--- src/rtl/rst_seq_pkg.sv ---
// Shared types and helpers for the rst_seq reset sequencer.
package rst_seq_pkg;

    typedef enum logic [1:0] {
        HOLD    = 2'd0,
        RELEASE = 2'd1,
        RUN     = 2'd2
    } rst_seq_state_t;

    // Width needed to hold the larger of the two counts without wrapping.
    function automatic int unsigned cnt_width(input int unsigned a, input int unsigned b);
        int unsigned m;
        m = (a > b) ? a : b;
        return $clog2(m + 1);
    endfunction

endpackage

--- src/rtl/rst_seq_sync2.sv ---
// Two-flop level synchronizer with active-high asynchronous reset to 0.
module rst_seq_sync2 (
    input  logic clk,
    input  logic rst_in,
    input  logic d,
    output logic q
);

    logic meta_q;
    logic sync_q;

    // Capture the asynchronous level and give it a cycle to settle.
    always_ff @(posedge clk or posedge rst_in) begin
        if (rst_in) begin
            meta_q <= 1'b0;
            sync_q <= 1'b0;
        end else begin
            meta_q <= d;
            sync_q <= meta_q;
        end
    end

    assign q = sync_q;

endmodule

--- src/rtl/rst_seq.sv ---
// Reset generator/sequencer: holds all stages until lock plus hold time, then
// releases stage resets in order. Optional lock watchdog: RST_SEQ_WDOG_EN.
module rst_seq
    import rst_seq_pkg::*;
#(
    parameter int unsigned N_STAGES    = 3,
    parameter int unsigned HOLD_CYCLES = 16,
    parameter int unsigned STAGE_GAP   = 8
`ifdef RST_SEQ_WDOG_EN
    ,
    parameter int unsigned WDOG_CYCLES = 1000000
`endif
) (
    input  logic                clk,
    input  logic                rst_in,
    input  logic                pll_locked,
    input  logic                sw_rst_req,
    output logic [N_STAGES-1:0] rst_out,
    output logic                seq_done,
    output logic                lock_err
);

    localparam int unsigned CNT_W = cnt_width(HOLD_CYCLES, STAGE_GAP);
    localparam logic [CNT_W-1:0] HOLD_LAST = CNT_W'(HOLD_CYCLES - 1);
    localparam logic [CNT_W-1:0] GAP_LAST  = CNT_W'(STAGE_GAP - 1);
    localparam logic [CNT_W-1:0] CNT_SAT   = {CNT_W{1'b1}};

    rst_seq_state_t      state_q;
    logic [CNT_W-1:0]    cnt_q;
    logic [N_STAGES-1:0] rst_out_q;
    logic                seq_done_q;
    logic [N_STAGES-1:0] rel_next_d;
    logic                lock_s;
    logic                abort_s;

    rst_seq_sync2 u_lock_sync (
        .clk    (clk),
        .rst_in (rst_in),
        .d      (pll_locked),
        .q      (lock_s)
    );

    // Releasing the next stage clears the lowest still-asserted bit.
    assign rel_next_d = rst_out_q << 1;
    assign abort_s    = sw_rst_req | ~lock_s;

    // Sequencer FSM with registered stage resets and done flag.
    always_ff @(posedge clk or posedge rst_in) begin
        if (rst_in) begin
            state_q    <= HOLD;
            cnt_q      <= '0;
            rst_out_q  <= {N_STAGES{1'b1}};
            seq_done_q <= 1'b0;
        end else begin
            case (state_q)
                HOLD: begin
                    rst_out_q  <= {N_STAGES{1'b1}};
                    seq_done_q <= 1'b0;
                    if (abort_s) begin
                        cnt_q <= '0;
                    end else if (cnt_q == HOLD_LAST) begin
                        cnt_q     <= '0;
                        rst_out_q <= rel_next_d;
                        if (rel_next_d == '0) begin
                            state_q    <= RUN;
                            seq_done_q <= 1'b1;
                        end else begin
                            state_q <= RELEASE;
                        end
                    end else if (cnt_q != CNT_SAT) begin
                        cnt_q <= cnt_q + 1'b1;
                    end else begin
                        cnt_q <= cnt_q;
                    end
                end
                RELEASE: begin
                    if (abort_s) begin
                        state_q    <= HOLD;
                        cnt_q      <= '0;
                        rst_out_q  <= {N_STAGES{1'b1}};
                        seq_done_q <= 1'b0;
                    end else if (cnt_q == GAP_LAST) begin
                        cnt_q     <= '0;
                        rst_out_q <= rel_next_d;
                        if (rel_next_d == '0) begin
                            state_q    <= RUN;
                            seq_done_q <= 1'b1;
                        end else begin
                            state_q <= RELEASE;
                        end
                    end else if (cnt_q != CNT_SAT) begin
                        cnt_q <= cnt_q + 1'b1;
                    end else begin
                        cnt_q <= cnt_q;
                    end
                end
                RUN: begin
                    cnt_q <= '0;
                    if (abort_s) begin
                        state_q    <= HOLD;
                        rst_out_q  <= {N_STAGES{1'b1}};
                        seq_done_q <= 1'b0;
                    end else begin
                        rst_out_q  <= '0;
                        seq_done_q <= 1'b1;
                    end
                end
                default: begin
                    state_q    <= HOLD;
                    cnt_q      <= '0;
                    rst_out_q  <= {N_STAGES{1'b1}};
                    seq_done_q <= 1'b0;
                end
            endcase
        end
    end

    assign rst_out  = rst_out_q;
    assign seq_done = seq_done_q;

`ifdef RST_SEQ_WDOG_EN
    localparam int unsigned WD_W = $clog2(WDOG_CYCLES + 1);
    localparam logic [WD_W-1:0] WD_LAST = WD_W'(WDOG_CYCLES - 1);
    localparam logic [WD_W-1:0] WD_SAT  = {WD_W{1'b1}};

    logic [WD_W-1:0] wdog_q;
    logic            lock_err_q;

    // Lock watchdog: counts lockless HOLD cycles, error flag is sticky.
    always_ff @(posedge clk or posedge rst_in) begin
        if (rst_in) begin
            wdog_q     <= '0;
            lock_err_q <= 1'b0;
        end else if (sw_rst_req) begin
            wdog_q     <= '0;
            lock_err_q <= 1'b0;
        end else if ((state_q == HOLD) && !lock_s) begin
            if (wdog_q == WD_LAST) begin
                lock_err_q <= 1'b1;
            end else begin
                lock_err_q <= lock_err_q;
            end
            if (wdog_q != WD_SAT) begin
                wdog_q <= wdog_q + 1'b1;
            end else begin
                wdog_q <= wdog_q;
            end
        end else begin
            wdog_q     <= '0;
            lock_err_q <= lock_err_q;
        end
    end

    assign lock_err = lock_err_q;
`else
    assign lock_err = 1'b0;
`endif

endmodule

--- config.mk ---
export PLATFORM = sky130hd
export DESIGN_NAME = rst_seq
export DESIGN_NICKNAME = d
export VERILOG_FILES = /design/src/rtl/rst_seq_pkg.sv /design/src/rtl/rst_seq_sync2.sv /design/src/rtl/rst_seq.sv
export SDC_FILE = /design/constraint.sdc
export NUM_CORES = 1
export LEC_CHECK = 0
export ABC_AREA = 0
export BUFFER_PORTS_ARGS = -buffer_cell sky130_fd_sc_hd__buf_2
export CAP_MARGIN = 20
export CORE_MARGIN = 2
export CORE_UTILIZATION = 49
export DETAILED_ROUTE_END_ITERATION = 16
export PLACE_DENSITY = 0.72
export SYNTH_ARGS = -nofsm -noshare
export SYNTH_HDL_FRONTEND = slang
export SYNTH_SLANG_ARGS = --single-unit
--- constraint.sdc ---
create_clock -name clk -period 1.39 [get_ports clk]
set_input_delay 0.278 -clock clk [delete_from_list [all_inputs] [get_ports clk]]
set_output_delay 0.278 -clock clk [all_outputs]
set_load 0.01 [all_outputs]
# ---- Yosys cells after proc, flatten, opt, wreduce, memory -nomap -nowiden
# Index checks and enable logic that the tools add are counted.
dict set report totals {
  reg_bits 13
  out_inout_bits 5
  wordCells 50
}
dict set report op_classes {
  addsub 1
  eq_ne 10
  n_mux 27
  n_bitwise 2
  reduce_logical 4
}
# cell count
set op_table {}
lappend op_table {{$mux 5} 5}
lappend op_table {{$mux 3} 5}
lappend op_table {{$mux 2} 6}
lappend op_table {{$pmux 5 s2} 1}
lappend op_table {{$pmux 3 s3} 1}
lappend op_table {{$mux 1} 7}
lappend op_table {{$ne 2x2->1 const B} 3}
lappend op_table {{$ne 3x3->1 const B} 2}
lappend op_table {{$pmux 2 s3} 1}
lappend op_table {{$add 5x1->5 const B} 1}
lappend op_table {{$eq 5x3->1 const B} 1}
lappend op_table {{$eq 5x4->1 const B} 1}
lappend op_table {{$ne 5x5->1 const B} 1}
lappend op_table {{$reduce_and 4->1} 1}
lappend op_table {{$logic_not 3->1} 1}
lappend op_table {{$pmux 1 s3} 1}
lappend op_table {{$eq 2x1->1 const B} 1}
lappend op_table {{$eq 2x2->1 const B} 1}
lappend op_table {{$logic_not 2->1} 1}
lappend op_table {{$reduce_and 2->1} 1}
lappend op_table {{$not 1->1} 1}
lappend op_table {{$or 1x1->1} 1}

# ---- Longest topological paths before layout
# Gate-level depths: netlist of run 1.
dict set report depth {
  depth_word 5
  mapped_depth 5
}

# ---- Modules after synthesis
# A second synthesis of run 1 with hierarchy kept.
dict set report unflattened {
  cells_unflattened 73
  hier_area_um2 738.2
}
# module n_inst cells_per_inst area_per_inst_um2
set modules_own_cells {}
lappend modules_own_cells {rst_seq 1 70 684.4}
lappend modules_own_cells {rst_seq_sync2 1 3 53.8}

# ---- Worst setup path before layout of run 1
# No wires, ideal clock.
dict set report synth_path {
  path_kind {reg-to-reg}
  start {register cnt_q[0]}
  end {register state_q[1]}
  arrival_ns 1.409
  setup_slack_ns -0.144
  stages_incl_launch_ff 6
  path_cell_list {dfrtp_1 ha_1 nand4b_1 o21ai_1 and3_4 mux2_4}
}
dict set report synth_between {
  elab_chain_len 3
  elab_cells_between_ends 5
  cone_classes {eq/ne: 4; reduce/logical: 1}
}
# item line_no
set synth_rtl {}
lappend synth_rtl {{start: declaration} rst_seq.sv:29} ;# logic [CNT_W-1:0] cnt_q;
lappend synth_rtl {{start signal: assignment} rst_seq.sv:71} ;# cnt_q <= cnt_q + 1'b1;
lappend synth_rtl {{start signal: assignment} rst_seq.sv:73} ;# cnt_q <= cnt_q;
lappend synth_rtl {{start signal: assignment} rst_seq.sv:92} ;# cnt_q <= cnt_q + 1'b1;
lappend synth_rtl {{$eq 5x3->1 or $eq 5x4->1 (tied branches)} {rst_seq.sv:82, rst_seq.sv:61}}
lappend synth_rtl {{$ne 3x3->1 (no line) or $ne 2x2->1 (tied branches)} -}
lappend synth_rtl {{$reduce_and 4->1 (no line) (*)} -}
lappend synth_rtl {{end signal: assignment} rst_seq.sv:78} ;# state_q <= HOLD;
lappend synth_rtl {{end signal: assignment} rst_seq.sv:86} ;# state_q <= RUN;
lappend synth_rtl {{end signal: assignment} rst_seq.sv:89} ;# state_q <= RELEASE;
lappend synth_rtl {{end: declaration} rst_seq.sv:28} ;# rst_seq_state_t state_q;
# Mark *: on every way between the ends. The rest lies on a longest branch, timed or not.
# A chain may end at the register's enable or synchronous reset.

# ---- Worst setup path after layout of run 1
dict set report layout_path {
  start {register cnt_q[1]}
  end {register rst_out_q[1] (netlist: rst_out[1])}
}
dict set report layout_between {
  elab_chain_len 4
  elab_cells_between_ends 6
  cone_classes {eq/ne: 3; mux: 3}
}
# item line_no
set layout_rtl {}
lappend layout_rtl {{$eq 5x4->1} rst_seq.sv:61} ;# end else if (cnt_q == HOLD_LAST) begin
lappend layout_rtl {{$mux 3} rst_seq.sv:61}
lappend layout_rtl {{$mux 3} rst_seq.sv:59} ;# if (abort_s) begin
lappend layout_rtl {{$pmux 3 s3} rst_seq.sv:55} ;# case (state_q)
lappend layout_rtl {{end signal: assignment} rst_seq.sv:52} ;# rst_out_q <= {N_STAGES{1'b1}};
lappend layout_rtl {{end signal: assignment} rst_seq.sv:57} ;# rst_out_q <= {N_STAGES{1'b1}};
lappend layout_rtl {{end signal: assignment} rst_seq.sv:63} ;# rst_out_q <= rel_next_d;
lappend layout_rtl {{end: declaration} rst_seq.sv:30} ;# logic [N_STAGES-1:0] rst_out_q;
# Several ways; a longest one is shown, not always the timed one.

==> summary by stage, run 1 <==
Critical path
At the worst endpoint, the arrival time is roughly 1800 ps. Setup slack on the worst reg-to-reg path comes out at -150 ps. The element type at the critical path end is a flip-flop. The startpoint identified for the worst register-to-register timing path is cnt_q[1]$_DFF_PP0_.

The logic depth of the worst register-to-register path is 6. Data on the critical path is required at its endpoint by around 1600 ps. In this run the worst path has a maximum fanout of 3.

The type of the worst setup path is flip-flop to flip-flop. The capture point of the worst reg-to-reg path is rst_out[1]$_DFFE_PP1P_. The worst setup path is launched from a flip-flop.

Clock network
For the worst-skew pair, the clock arrives at the later sink with an insertion delay of 280 ps. CTS saw 13 sinks. The number of buffers on the longest clock path is 2. Clock-pin slew was measured on the worst setup and hold paths at about 80 ps. The cell chosen for the clock root is sky130_fd_sc_hd__clkbuf_4. The number of clock buffers added by TritonCTS is 3. The H-tree depth reported by CTS is 1. The number of hold buffers added after CTS is 0. TritonCTS built the clock tree.

GRT
The first-pass GRT wire length is ~2800 um. The number of global-route vias before repair is 624. The largest net degree at the start of global routing is 14. Across every metal layer, demand over resource in global routing totals 0.209.

The number of antenna violations at the first check in global routing was 0. For this run the aggregate overflow at the end of global routing stands at 0.

Synthesis
The synthesized cell area is slightly below 800 um2. Of the total synthesized cell area, the portion taken by full adders, half adders and majority gates is 0.0976. The post-synthesis net count is 85. After synthesis, the largest family of logic cells by area is simple AND/OR/NAND/NOR gates. The register bit count reported by yosys is 13.

The yosys synthesis warning count is 0. Of the total synthesized cell area, the portion taken by AND, OR, NAND and NOR gates is 0.205. The post-synthesis compound-gate area fraction is 0.161.

The cell count after synthesis came out at 75. The share of the Yosys chip area taken by registers is 0.428. Synthesis instantiated 36 different standard cells from the library. Of the total synthesized cell area, the portion taken by XOR and XNOR cells is 0.0228. The mean instance size in the synthesized netlist is 10.3 um2.

The share of cell area taken by muxes after synthesis is 0.0455.

Pwr
Power spread over the standard cell area amounts to between 600 and 700 nW/um2. The internal power is ~500 uW. The clock network fraction of design power is 0.361.

For this design the static power due to leakage is roughly 0.45 nW. The share of total power dissipated in combinational logic is 0.057. Of the total power, the share spent switching nets is 0.234. Summed over all nets, the switching power comes to between 150 and 200 uW.

The power share of the sequential group is 0.581. The highest ir drop seen on vdd is 0.687 mV.

Floorplanning
In this run the count of I/O pins placed on the die edge is 9. The initial utilization of the core area, before any placement, comes to 0.517. The die width is around 44 um.

The full die area is about 1900 um2. The initialized floorplan defines 14 standard-cell rows. The vertical extent of the die is 43.6 um. The area inside the core boundary is between 1000 and 1500 um2.

Drt
The routed layout has 659 vias. Dividing the detail-routed via count by the number of cells gives between 5 and 6. The wire length after detailed routing is 1710 um. The remaining design rule violation count is 0. The first-pass detailed-route iteration total is 4. The count of nets left with antenna violations after detail routing is 0.

In the final routed layout, each cell accounts on average for about 14 um. The first routing iteration left 9 violations.

Layout
After routing the design area is 1050 um2. The top cell types in the final layout, fill and taps aside, are 18 x sky130_fd_sc_hd__buf_4, 10 x sky130_fd_sc_hd__dfrtp_1, 7 x sky130_fd_sc_hd__buf_2, 6 x sky130_fd_sc_hd__nor2_1. The number of nets in the finished design is 114. In the final layout, the share of cells above drive strength 1 is 0.476. The area growth from synthesis to final layout is 36.4%. Counting the fill cells in the layout gives ~110. The antenna cell count is 0. The library cell used most frequently in the layout, excluding fill and tap cells, is sky130_fd_sc_hd__buf_4.

After the flow finishes, the layout carries non-filler instances totaling between 100 and 150.

Run status
The checks that failed: negative setup slack. The flow ran to the end, but the final reports show violations.

Placed design
At the end of routability-driven placement, the weighted congestion stood at ~0.83. The number of placed instances with taps included is ~110. The HPWL after detailed placement is approximately 1100 um. The count of buffers added on input and output ports is 7.

The area after detailed placement is ~900 um2.

Timing
The worst pin sits at a relative slew slack of 0.658. The setup violation total in the final timing report is 8. The highest clock frequency the design can meet is between 600 and 700 MHz. Setup repair after global routing could not meet its margin everywhere. The hold violation count in the final report came to 0. The least setup slack across all paths after layout is -146 ps. In the finished design, the share of the clock period the worst path needs comes to 1.11.

The final clock skew is around 4.3 ps. The time the final worst path needs with I/O delays and setup is 1540 ps. The slew at the pin closest to its max-slew limit is 513 ps. The number of max-slew violations in the final report is 0.

Min path
The path category of the worst min-delay check is primary input to async pin.

Job
The max-capacitance violation count is 0.
[kinds of logic (layout without fill, tap and decap cells)]
group,count (synthesis),in the layout
adder cells (fa/ha/maj),6,6
flip-flops,13,13
XOR/XNOR,2,2
AND/OR/NAND/NOR,26,26
buffers and inverters,6,34
other,1,1
AO/OA/AOI/OAI,18,18
multiplexers,3,3
[layer usage]
metal  wire (um)  GRT usage  vias up
met1         736      0.242      317
met5           0          0        -
met3          31     0.0625        5
met2         888      0.326        6
li1            -          -      331
met4          51      0.145        0
[Yosys cell counts]
library cell / n / area [um2]
sky130_fd_sc_hd__nor4_1: 1 / 6.26
sky130_fd_sc_hd__conb_1: 1 / 3.75
sky130_fd_sc_hd__nand4b_1: 1 / 8.76
sky130_fd_sc_hd__o22ai_1: 1 / 6.26
sky130_fd_sc_hd__buf_4: 1 / 7.51
sky130_fd_sc_hd__ha_1: 6 / 75.1
sky130_fd_sc_hd__o31a_1: 2 / 17.5
sky130_fd_sc_hd__dfrtp_1: 10 / 250
sky130_fd_sc_hd__a41oi_1: 2 / 17.5
sky130_fd_sc_hd__o31ai_2: 1 / 12.5
sky130_fd_sc_hd__o21bai_1: 2 / 15.0
sky130_fd_sc_hd__xor2_1: 1 / 8.76
sky130_fd_sc_hd__nor3_1: 1 / 5.00
sky130_fd_sc_hd__mux2i_1: 2 / 20.0
sky130_fd_sc_hd__nor2b_1: 1 / 6.26
sky130_fd_sc_hd__mux2_4: 1 / 15.0
sky130_fd_sc_hd__nand3_2: 1 / 10.0
sky130_fd_sc_hd__dfstp_2: 3 / 78.8
sky130_fd_sc_hd__o21ai_1: 1 / 5.00
sky130_fd_sc_hd__nor2_1: 6 / 22.5
sky130_fd_sc_hd__a21o_1: 1 / 7.51
sky130_fd_sc_hd__nor4b_1: 1 / 8.76
sky130_fd_sc_hd__nand2b_1: 1 / 6.26
sky130_fd_sc_hd__o21ai_0: 3 / 15.0
sky130_fd_sc_hd__a21oi_1: 4 / 20.0
sky130_fd_sc_hd__xnor2_1: 1 / 8.76
sky130_fd_sc_hd__nand4bb_2: 1 / 16.3
sky130_fd_sc_hd__and3_4: 1 / 11.3
sky130_fd_sc_hd__inv_1: 4 / 15.0
sky130_fd_sc_hd__nand4_1: 1 / 6.26
sky130_fd_sc_hd__and3_2: 1 / 7.51
sky130_fd_sc_hd__clkbuf_2: 1 / 5.00
sky130_fd_sc_hd__a211oi_1: 1 / 7.51
sky130_fd_sc_hd__nand2_1: 4 / 15.0
sky130_fd_sc_hd__nand3_1: 4 / 20.0
sky130_fd_sc_hd__nor3b_1: 1 / 7.51
[how the worst max path moves through the flow]
stage / to / from / cells after the start / slack [ps]
finish: rst_out[1]$_DFFE_PP1P_ / cnt_q[1]$_DFF_PP0_ / 6 / -150
detailed placement: seq_done$_DFFE_PP0P_ / cnt_q[1]$_DFF_PP0_ / 6 / -120
CTS: state_q[1]$_DFFE_PP0P_ / cnt_q[1]$_DFF_PP0_ / 5 / -100
global placement: seq_done$_DFFE_PP0P_ / cnt_q[0]$_DFF_PP0_ / 6 / -90
global route: seq_done$_DFFE_PP0P_ / cnt_q[1]$_DFF_PP0_ / 6 / -240
floorplan: state_q[1]$_DFFE_PP0P_ / cnt_q[0]$_DFF_PP0_ / 5 / -140
[power by group through the flow]
stage / Combinational (mW) / Sequential (mW) / Clock (mW)
after detailed placement: 0.0373 / 0.394 / 0
final: 0.0383 / 0.388 / 0.241
after CTS: 0.0375 / 0.387 / 0.249
after global placement: 0.0369 / 0.394 / 0
after global routing: 0.0433 / 0.389 / 0.279
after floorplan: 0.0237 / 0.395 / 0
[what timing repair did]
| action | 4_1_cts | 5_1_grt |
|---|---|---|
| pin swaps | 0 | 5 |
| gates resized for setup | 1 | 13 |
| buffers inserted | 0 | 4 |
| endpoints found under the setup margin | 4 | 10 |
[area by class of cell]
cell class / instances / area [um2] / area share
inverters: 4 / 15.0 / 0.0143
multi-input cells: 56 / 478 / 0.455
well taps: 16 / 20.0 / 0.0191
flip-flops and latches: 13 / 329 / 0.313
clock buffers: 4 / 26.3 / 0.0250
repair buffers: 26 / 181 / 0.173
[state kept, by name (all words and copies together), names as in the netlist]
register,cells
cnt_q,5
rst_out,3
state_q,2
seq_done,1
u_lock_sync.meta_q,1
u_lock_sync.q,1
[worst max-delay path, stage by stage (launching register included)]
cell                       delay, ps
sky130_fd_sc_hd__dfrtp_1         390
sky130_fd_sc_hd__ha_2            200
sky130_fd_sc_hd__nand4b_1        160
sky130_fd_sc_hd__buf_4           180
sky130_fd_sc_hd__o31a_1          280
sky130_fd_sc_hd__nor3b_2         200
sky130_fd_sc_hd__a211oi_2         60
[metrics by stage]
step / setup TNS, ps / power (mW) / hold slack (ps) / utilization / worst slack [ps]
after global routing: -1450 / 0.711 / 44.9 / 0.705 / -241
after global placement: -125 / 0.431 / 323 / 0.621 / -94.0
final: -617 / 0.667 / 7.18 / 0.705 / -146
after CTS: -242 / 0.674 / 20.6 / 0.643 / -99.2
after detailed placement: -231 / 0.432 / 332 / 0.621 / -125
after floorplan: -144 / 0.418 / 153 / - / -144
Note: power is estimated with default switching activity, not from simulation.
==> run 2, diff against run 1 <==
--- a/config.mk
+++ b/config.mk
@@ -9,9 +9,10 @@
 export BUFFER_PORTS_ARGS = -buffer_cell sky130_fd_sc_hd__buf_2
 export CAP_MARGIN = 20
 export CORE_MARGIN = 2
-export CORE_UTILIZATION = 49
+export CORE_UTILIZATION = 50
 export DETAILED_ROUTE_END_ITERATION = 16
-export PLACE_DENSITY = 0.72
+export GPL_TIMING_DRIVEN = 0
+export PLACE_DENSITY = 0.7
 export SYNTH_ARGS = -nofsm -noshare
 export SYNTH_HDL_FRONTEND = slang
 export SYNTH_SLANG_ARGS = --single-unit
==> constraint.sdc (replaced) <==
create_clock -name clk -period 1.7 [get_ports clk]
set_input_delay 0.34 -clock clk [delete_from_list [all_inputs] [get_ports clk]]
set_output_delay 0.34 -clock clk [all_outputs]
set_load 0.01 [all_outputs]
==> summary by stage, run 2 (synthesized netlist as in run 1, its figures left out) <==
Run status
The flow ran to the end, and the final reports show no timing, DRC or antenna violations.

Clock network
The clock reaches the later pin of the worst-skew pair after 270 ps. The clock drives 13 sinks. The number of clock buffers added by TritonCTS is 3. Clock-pin slew was measured on the worst setup and hold paths at ~80 ps.

The CTS tree is yes. The number of hold buffers added after CTS is 0. The number of buffers on the longest clock path is 2. The cell chosen for the clock root is sky130_fd_sc_hd__clkbuf_4. CTS built an H-tree with a depth of 1.

Timing
The worst path in the final design needs a cycle of ~1600 ps, including I/O delays and setup. The number of max-slew violations in the final report came to 0. Dividing the final minimum period by the clock period gives 0.968. Clock skew on the completed layout was measured at around 2.9 ps. The least setup slack across all paths after layout is 54.3 ps. The hold violation count in the final report is 0. The highest clock frequency the design can meet is 608 MHz. For the pin with the worst max-slew slack, the measured transition is between 500 and 600 ps. Measured against its own limit, the worst slew margin works out to 0.664. The total negative setup slack is 0 ps. The setup violation total in the final timing report is 0.

Pwr
The power per unit of standard cell area is 591 nW/um2. In this run the static leakage power is ~0.38 nW. VDD sags by at most between 0.4 and 0.5 mV.

Critical path
The critical path is of the flip-flop to flip-flop type. The required time of the critical path is between 1500 and 2000 ps. Data on the critical path arrives at its endpoint at approximately 1800 ps. The worst setup path startpoint is cnt_q[0]$_DFF_PP0_.

The worst-path cell with the longest stage delay is sky130_fd_sc_hd__dfrtp_1. The worst setup path is launched from a flip-flop. On the critical path the largest part of the delay comes from simple AND/OR/NAND/NOR gates. The capture point of the worst reg-to-reg path is state_q[1]$_DFFE_PP0P_. The signal on the critical path passes through ha_4 > nand4b_1 > o21ai_2 > and3_4 > mux2_4. The maximum single-stage delay on the critical path is roughly 420 ps.

The beginning of the worst register-to-register path is cnt_q[0]$_DFF_PP0_. The logic depth of the worst register-to-register path is 5. The setup slack of the most critical reg-to-reg path is ~54 ps. In this run the worst path has a maximum fanout of 4.

Counting both buffers and inverters, the worst setup path holds a total of 0. STA classifies the critical path endpoint as a flip-flop.

Layout
The number of antenna diodes in the final layout is 0. For this run, the share of the core covered by cells in the final layout is 0.625. Of the cells placed in the final design, the portion with a size suffix greater than 1 is 0.322. The number of fill cells is ~140. Leaving out fill and tap cells, the most frequent cells in the layout are 9 x sky130_fd_sc_hd__dfrtp_1, 7 x sky130_fd_sc_hd__buf_2, 6 x sky130_fd_sc_hd__nor2_1, 5 x sky130_fd_sc_hd__buf_4. Compared with the post-synthesis result, the final layout area differs by 19.5%. The number of nets in the finished design is roughly 100. The area used by sequential logic in the layout is about 330 um2. The register with the most flip-flops in the layout has 5 of them.

The area of combinational cells with multiple inputs is approximately 450 um2. Leaving out fill and tap cells, the most frequent cell in the layout is sky130_fd_sc_hd__dfrtp_1. The register ranked first by flip-flop count is cnt_q.

Job
The max-capacitance violation count is 0.

Drt
The remaining design rule violation count is 0. For this block, the routed nets add up to about 1600 um of wire. Dividing the detail-routed wire length by the instance count gives between 10 and 15 um.

In this run the remaining antenna-violating nets after routing total 0. The per-cell via count in the routed design is 5.60. Before antenna repair, the detailed router went through 4 iterations. Across all layers, the routed design uses roughly 590 vias. For this block, the initial DRC count from the detailed router was 8.

GRT
Entering global routing, the biggest net connects 14 pins. The global-route usage over all layers is 0.184. Summed over all layers, the global routing overflow is 0. The number of antenna violations at the first check in global routing is 0.

The number of global-route vias before repair is about 570. The first global-routing pass estimated around 2500 um of wire.

Floorplanning
After floorplanning, the core was sized to cover roughly 1500 um2. 9 I/O pins were placed. The die width is 43.2 um. The vertical extent of the die is between 40 and 50 um.

For this configuration, the core starts out at a cell density of 0.523. After floorplanning, the core was divided into 14 placement rows. The full die area is approximately 1900 um2.

Placed design
The global placer's final weighted congestion is 0.779. Detailed placement ended at an HPWL of approximately 1000 um. Prior to clock tree synthesis, the placed netlist has a worst setup slack of -11.3 ps. The number of port buffers is 7.

Min path
The path category of the worst min-delay check is primary input to async pin.
==> run 2: layout make-up <==
| cell class | count | area share |
|---|---|---|
| multi-input combinational | 56 | 0.490 |
| sequential | 13 | 0.359 |
| timing repair buffer | 11 | 0.0707 |
| clock buffer | 4 | 0.0286 |
| tap | 16 | 0.0218 |
| inverter | 4 | 0.0163 |
| buffer | 2 | 0.0136 |
==> run 2: per-stage QoR <==
step	hold slack, ps	cell area, um2	power, mW	std cells
finish	81.0	920	0.544	106
global route	113	920	0.567	106
CTS	97.4	870	0.544	104
detailed placement	354	825	0.351	98
global placement	332	825	0.350	98
floorplan	215	769	0.342	75
==> run 2: worst max path at each step <==
stage	end	slack, ps	depth (start not counted)
CTS	state_q[1]$_DFFE_PP0P_	30	5
detailed placement	state_q[1]$_DFFE_PP0P_	-10	5
floorplan	state_q[1]$_DFFE_PP0P_	170	5
global route	state_q[1]$_DFFE_PP0P_	-6	5
finish	state_q[1]$_DFFE_PP0P_	50	5
global placement	state_q[1]$_DFFE_PP0P_	40	5
==> run 2: repair_timing <==
item	4_1_cts	5_1_grt
buffers inserted	2	2
endpoints found under the setup margin	1	2
pin swaps	0	2
hold endpoints to repair	0	0
resized for setup	1	6
==> run 2: report_power, final <==
| part | switching, mW | total, mW | leakage (nW) | internal [mW] |
|---|---|---|---|---|
| sequential | 0.00443 | 0.319 | 0.164 | 0.314 |
| combinational | 0.0200 | 0.0335 | 0.198 | 0.0135 |
| clock | 0.101 | 0.192 | 0.0150 | 0.0907 |
==> run 2: per-layer routing <==
layer	routed length (um)	track usage
met4	0	0.0545
met2	857	0.307
met5	0	0
met3	25	0.0383
met1	669	0.239
==> run 3, diff against run 2 <==
--- a/config.mk
+++ b/config.mk
@@ -8,11 +8,13 @@
 export ABC_AREA = 0
 export BUFFER_PORTS_ARGS = -buffer_cell sky130_fd_sc_hd__buf_2
 export CAP_MARGIN = 20
+export CELL_PAD_IN_SITES_DETAIL_PLACEMENT = 1
+export CELL_PAD_IN_SITES_GLOBAL_PLACEMENT = 2
 export CORE_MARGIN = 2
-export CORE_UTILIZATION = 50
+export CORE_UTILIZATION = 32
 export DETAILED_ROUTE_END_ITERATION = 16
 export GPL_TIMING_DRIVEN = 0
-export PLACE_DENSITY = 0.7
+export PLACE_DENSITY_LB_ADDON = 0.1
 export SYNTH_ARGS = -nofsm -noshare
 export SYNTH_HDL_FRONTEND = slang
 export SYNTH_SLANG_ARGS = --single-unit
==> constraint.sdc (replaced) <==
create_clock -name clk -period 1.5 [get_ports clk]
set_input_delay 0.3 -clock clk [delete_from_list [all_inputs] [get_ports clk]]
set_output_delay 0.3 -clock clk [all_outputs]
set_load 0.01 [all_outputs]
==> summary by stage, run 3 (synthesized netlist as in run 1, its figures left out) <==
Run status
The run finished, with violations left. The final reports fail on negative setup slack.

GRT
The total congestion overflow after global routing is 0. The number of antenna violations at the first check in global routing was 0. The largest net degree at the start of global routing is 14. The global-route usage over all layers is 0.147. The number of global-route vias before repair was 596. The first-pass GRT wire length is 2870 um.

Layout
More flip-flops sit in one register than any other, and that register is cnt_q. The number of nets in the finished design is about 110. The repair_antennas step left the layout with diodes totalling 0. After filler insertion, the fill cell instance count of the layout stands at 268.

In the layout the commonest cells are 10 x sky130_fd_sc_hd__buf_4, 10 x sky130_fd_sc_hd__dfrtp_1, 7 x sky130_fd_sc_hd__buf_2, 4 x sky130_fd_sc_hd__inv_1, 4 x sky130_fd_sc_hd__nand3_1. The area growth from synthesis to final layout is 28.5%. At the end of the flow the core is filled with cells to 0.443.

Of the cells placed in the final design, the portion with a size suffix greater than 1 is 0.442. The register with the most flip-flops in the layout has 5 of them.

Clock network
The CTS tree is yes. The cell chosen for the clock root is sky130_fd_sc_hd__clkbuf_4. The clock passes through at most 2 buffers. The number of clock buffers inserted by TritonCTS is 3. The number of sinks on the clock net is 13. Clock-pin slew was measured on the worst setup and hold paths at around 80 ps. CTS built an H-tree with a depth of 1. The worst-skew pair later-pin latency is 270 ps.

Floorplanning
The die is approximately 53 um wide. The initial utilization of the core area, before any placement, comes to 0.345. The floorplan has 17 rows.

During I/O placement, the number of pins put on the boundary was 9. The region available for standard cell placement spans 2230 um2. The floorplan step defined a die boundary enclosing between 2000 and 3000 um2.

The vertical extent of the die is between 50 and 60 um.

Pwr
The total power consumption of the routed design is about 620 uW. In this run the power density over the cells is 629 nW/um2. The combinational fraction of design power is 0.073. The switching power total is ~140 uW. The internal power of the cells totals ~480 uW. The power share of the sequential group is 0.579. Summed over all cells, the static leakage comes to about 0.42 nW.

Of the total power, the clock network draws 0.348. IR analysis of the VDD net gives a maximum drop of just over 0.5 mV. Of the total power, the share spent switching nets is 0.231.

Critical path
The sort of element at the start of the critical path is a flip-flop. The required time of the critical path is 1660 ps. The setup slack of the most critical reg-to-reg path is -90 ps. The type of the worst setup path is flip-flop to flip-flop.

Data on the critical path arrives at its endpoint at around 1800 ps. STA classifies the critical path endpoint as a flip-flop. Along the worst path, the maximum fanout reaches 4.

Drt
The per-cell via count in the routed design is between 5 and 6. The remaining design rule violation count is 0. The starting DRC count in detailed routing is 2. After detailed routing, the average wire length per cell comes to approximately 14 um. Across all layers, the routed design uses about 630 vias. The count of nets left with antenna violations after detail routing is 0. The pre-antenna-repair detailed-routing pass consisted of 2 iterations.

The wire length after detailed routing is 1750 um.

Placed design
The number of port buffers is 7. The congestion estimate from routability-driven global placement came to around 0.7. The HPWL after detailed placement is 1190 um. The pre-CTS setup slack is -207 ps.

Timing
The slew at the pin closest to its max-slew limit is approximately 520 ps. Setup violations remaining at the end of the flow were counted as 3. Once routing completed, OpenROAD measured the worst setup slack at -88.4 ps. The hold violation count in the final report is 0. For the final routed database, the setup TNS stands at -167 ps. The time the final worst path needs with I/O delays and setup is ~1600 ps. Static timing analysis puts the maximum clock frequency at roughly 630 MHz. Of the available clock period, the critical path in the final layout requires 1.06. Setup repair after global routing could not meet its margin everywhere.

The number of max-slew violations in the final report is 0. Clock skew on the completed layout was measured at approximately 1.0 ps. The tightest hold path in the finished design has a slack of between 40 and 50 ps.

Measured against its own limit, the worst slew margin works out to 0.656.

Min path
The path category of the worst min-delay check is primary input to async pin.

Job
The max-capacitance violation count is 0.
[run 3: changes by cell type in the layout (fill, tap and decap cells not counted), moves of 2 or more]
cell | previous run | this run
sky130_fd_sc_hd__buf_4 | 5 | 10
sky130_fd_sc_hd__ha_2 | 1 | 3
sky130_fd_sc_hd__nor2_1 | 6 | 3
sky130_fd_sc_hd__nor2_2 | 0 | 2
[run 3: per-layer routing]
| layer | vias to the layer above | wire length (um) | track usage |
|---|---|---|---|
| met5 | - | 0 | 0 |
| met4 | 0 | 14 | 0.0769 |
| met3 | 2 | 35 | 0.0339 |
| met2 | 5 | 905 | 0.235 |
| met1 | 309 | 791 | 0.181 |
| li1 | 311 | - | - |
[run 3: final cells by class]
cell class              instances  area [um2]  area share
inverters                       4        15.0      0.0152
plain buffers                   2        12.5      0.0127
repair buffers                 16         103       0.104
multi-input cells              56         468       0.473
well taps                      28        35.0      0.0354
flip-flops and latches         13         329       0.333
clock buffers                   4        26.3      0.0266
[run 3: final timing paths]
| kind | start | end | depth (start not counted) |
|---|---|---|---|
| max in group asynchronous | rst_in | rst_out[0]$_DFFE_PP1P_ | 2 |
| worst max register to register | cnt_q[0]$_DFF_PP0_ | state_q[1]$_DFFE_PP0P_ | 5 |
| min in group clk | pll_locked | u_lock_sync.meta_q$_DFF_PP0_ | 1 |
| worst min-delay path | rst_in | seq_done$_DFFE_PP0P_ | 2 |
| worst min register to register | u_lock_sync.meta_q$_DFF_PP0_ | u_lock_sync.q$_DFF_PP0_ | 0 |
| worst max-delay path | cnt_q[0]$_DFF_PP0_ | state_q[1]$_DFFE_PP0P_ | 5 |
[run 3: worst max-delay path, cell delays in order (launching register included)]
cell	delay, ps
sky130_fd_sc_hd__dfrtp_1	410
sky130_fd_sc_hd__ha_2	200
sky130_fd_sc_hd__nand4b_1	190
sky130_fd_sc_hd__o21ai_2	190
sky130_fd_sc_hd__and3_4	210
sky130_fd_sc_hd__mux2_4	290
[run 3: stage by stage]
step | area (um2) | cells
after floorplan | 769 | 75
after global placement | 840 | 110
after detailed placement | 840 | 110
after CTS | 925 | 120
after global routing | 988 | 123
final | 988 | 123
[run 3: repair_timing]
action                                  4_1_cts  5_1_grt
endpoints found under the setup margin        3        9
setup buffers                                 6        3
gates resized for setup                       4       10
hold buffers                                  0        0
pin swaps                                     3        6
[run 3: power by group through the flow]
stage                     clock network, mW  logic [mW]  registers, mW
final                                 0.216      0.0451          0.360
after global routing                  0.246      0.0505          0.361
after CTS                             0.237      0.0350          0.360
after detailed placement                  0      0.0322          0.367
after global placement                    0      0.0317          0.366
after floorplan                           0      0.0220          0.366
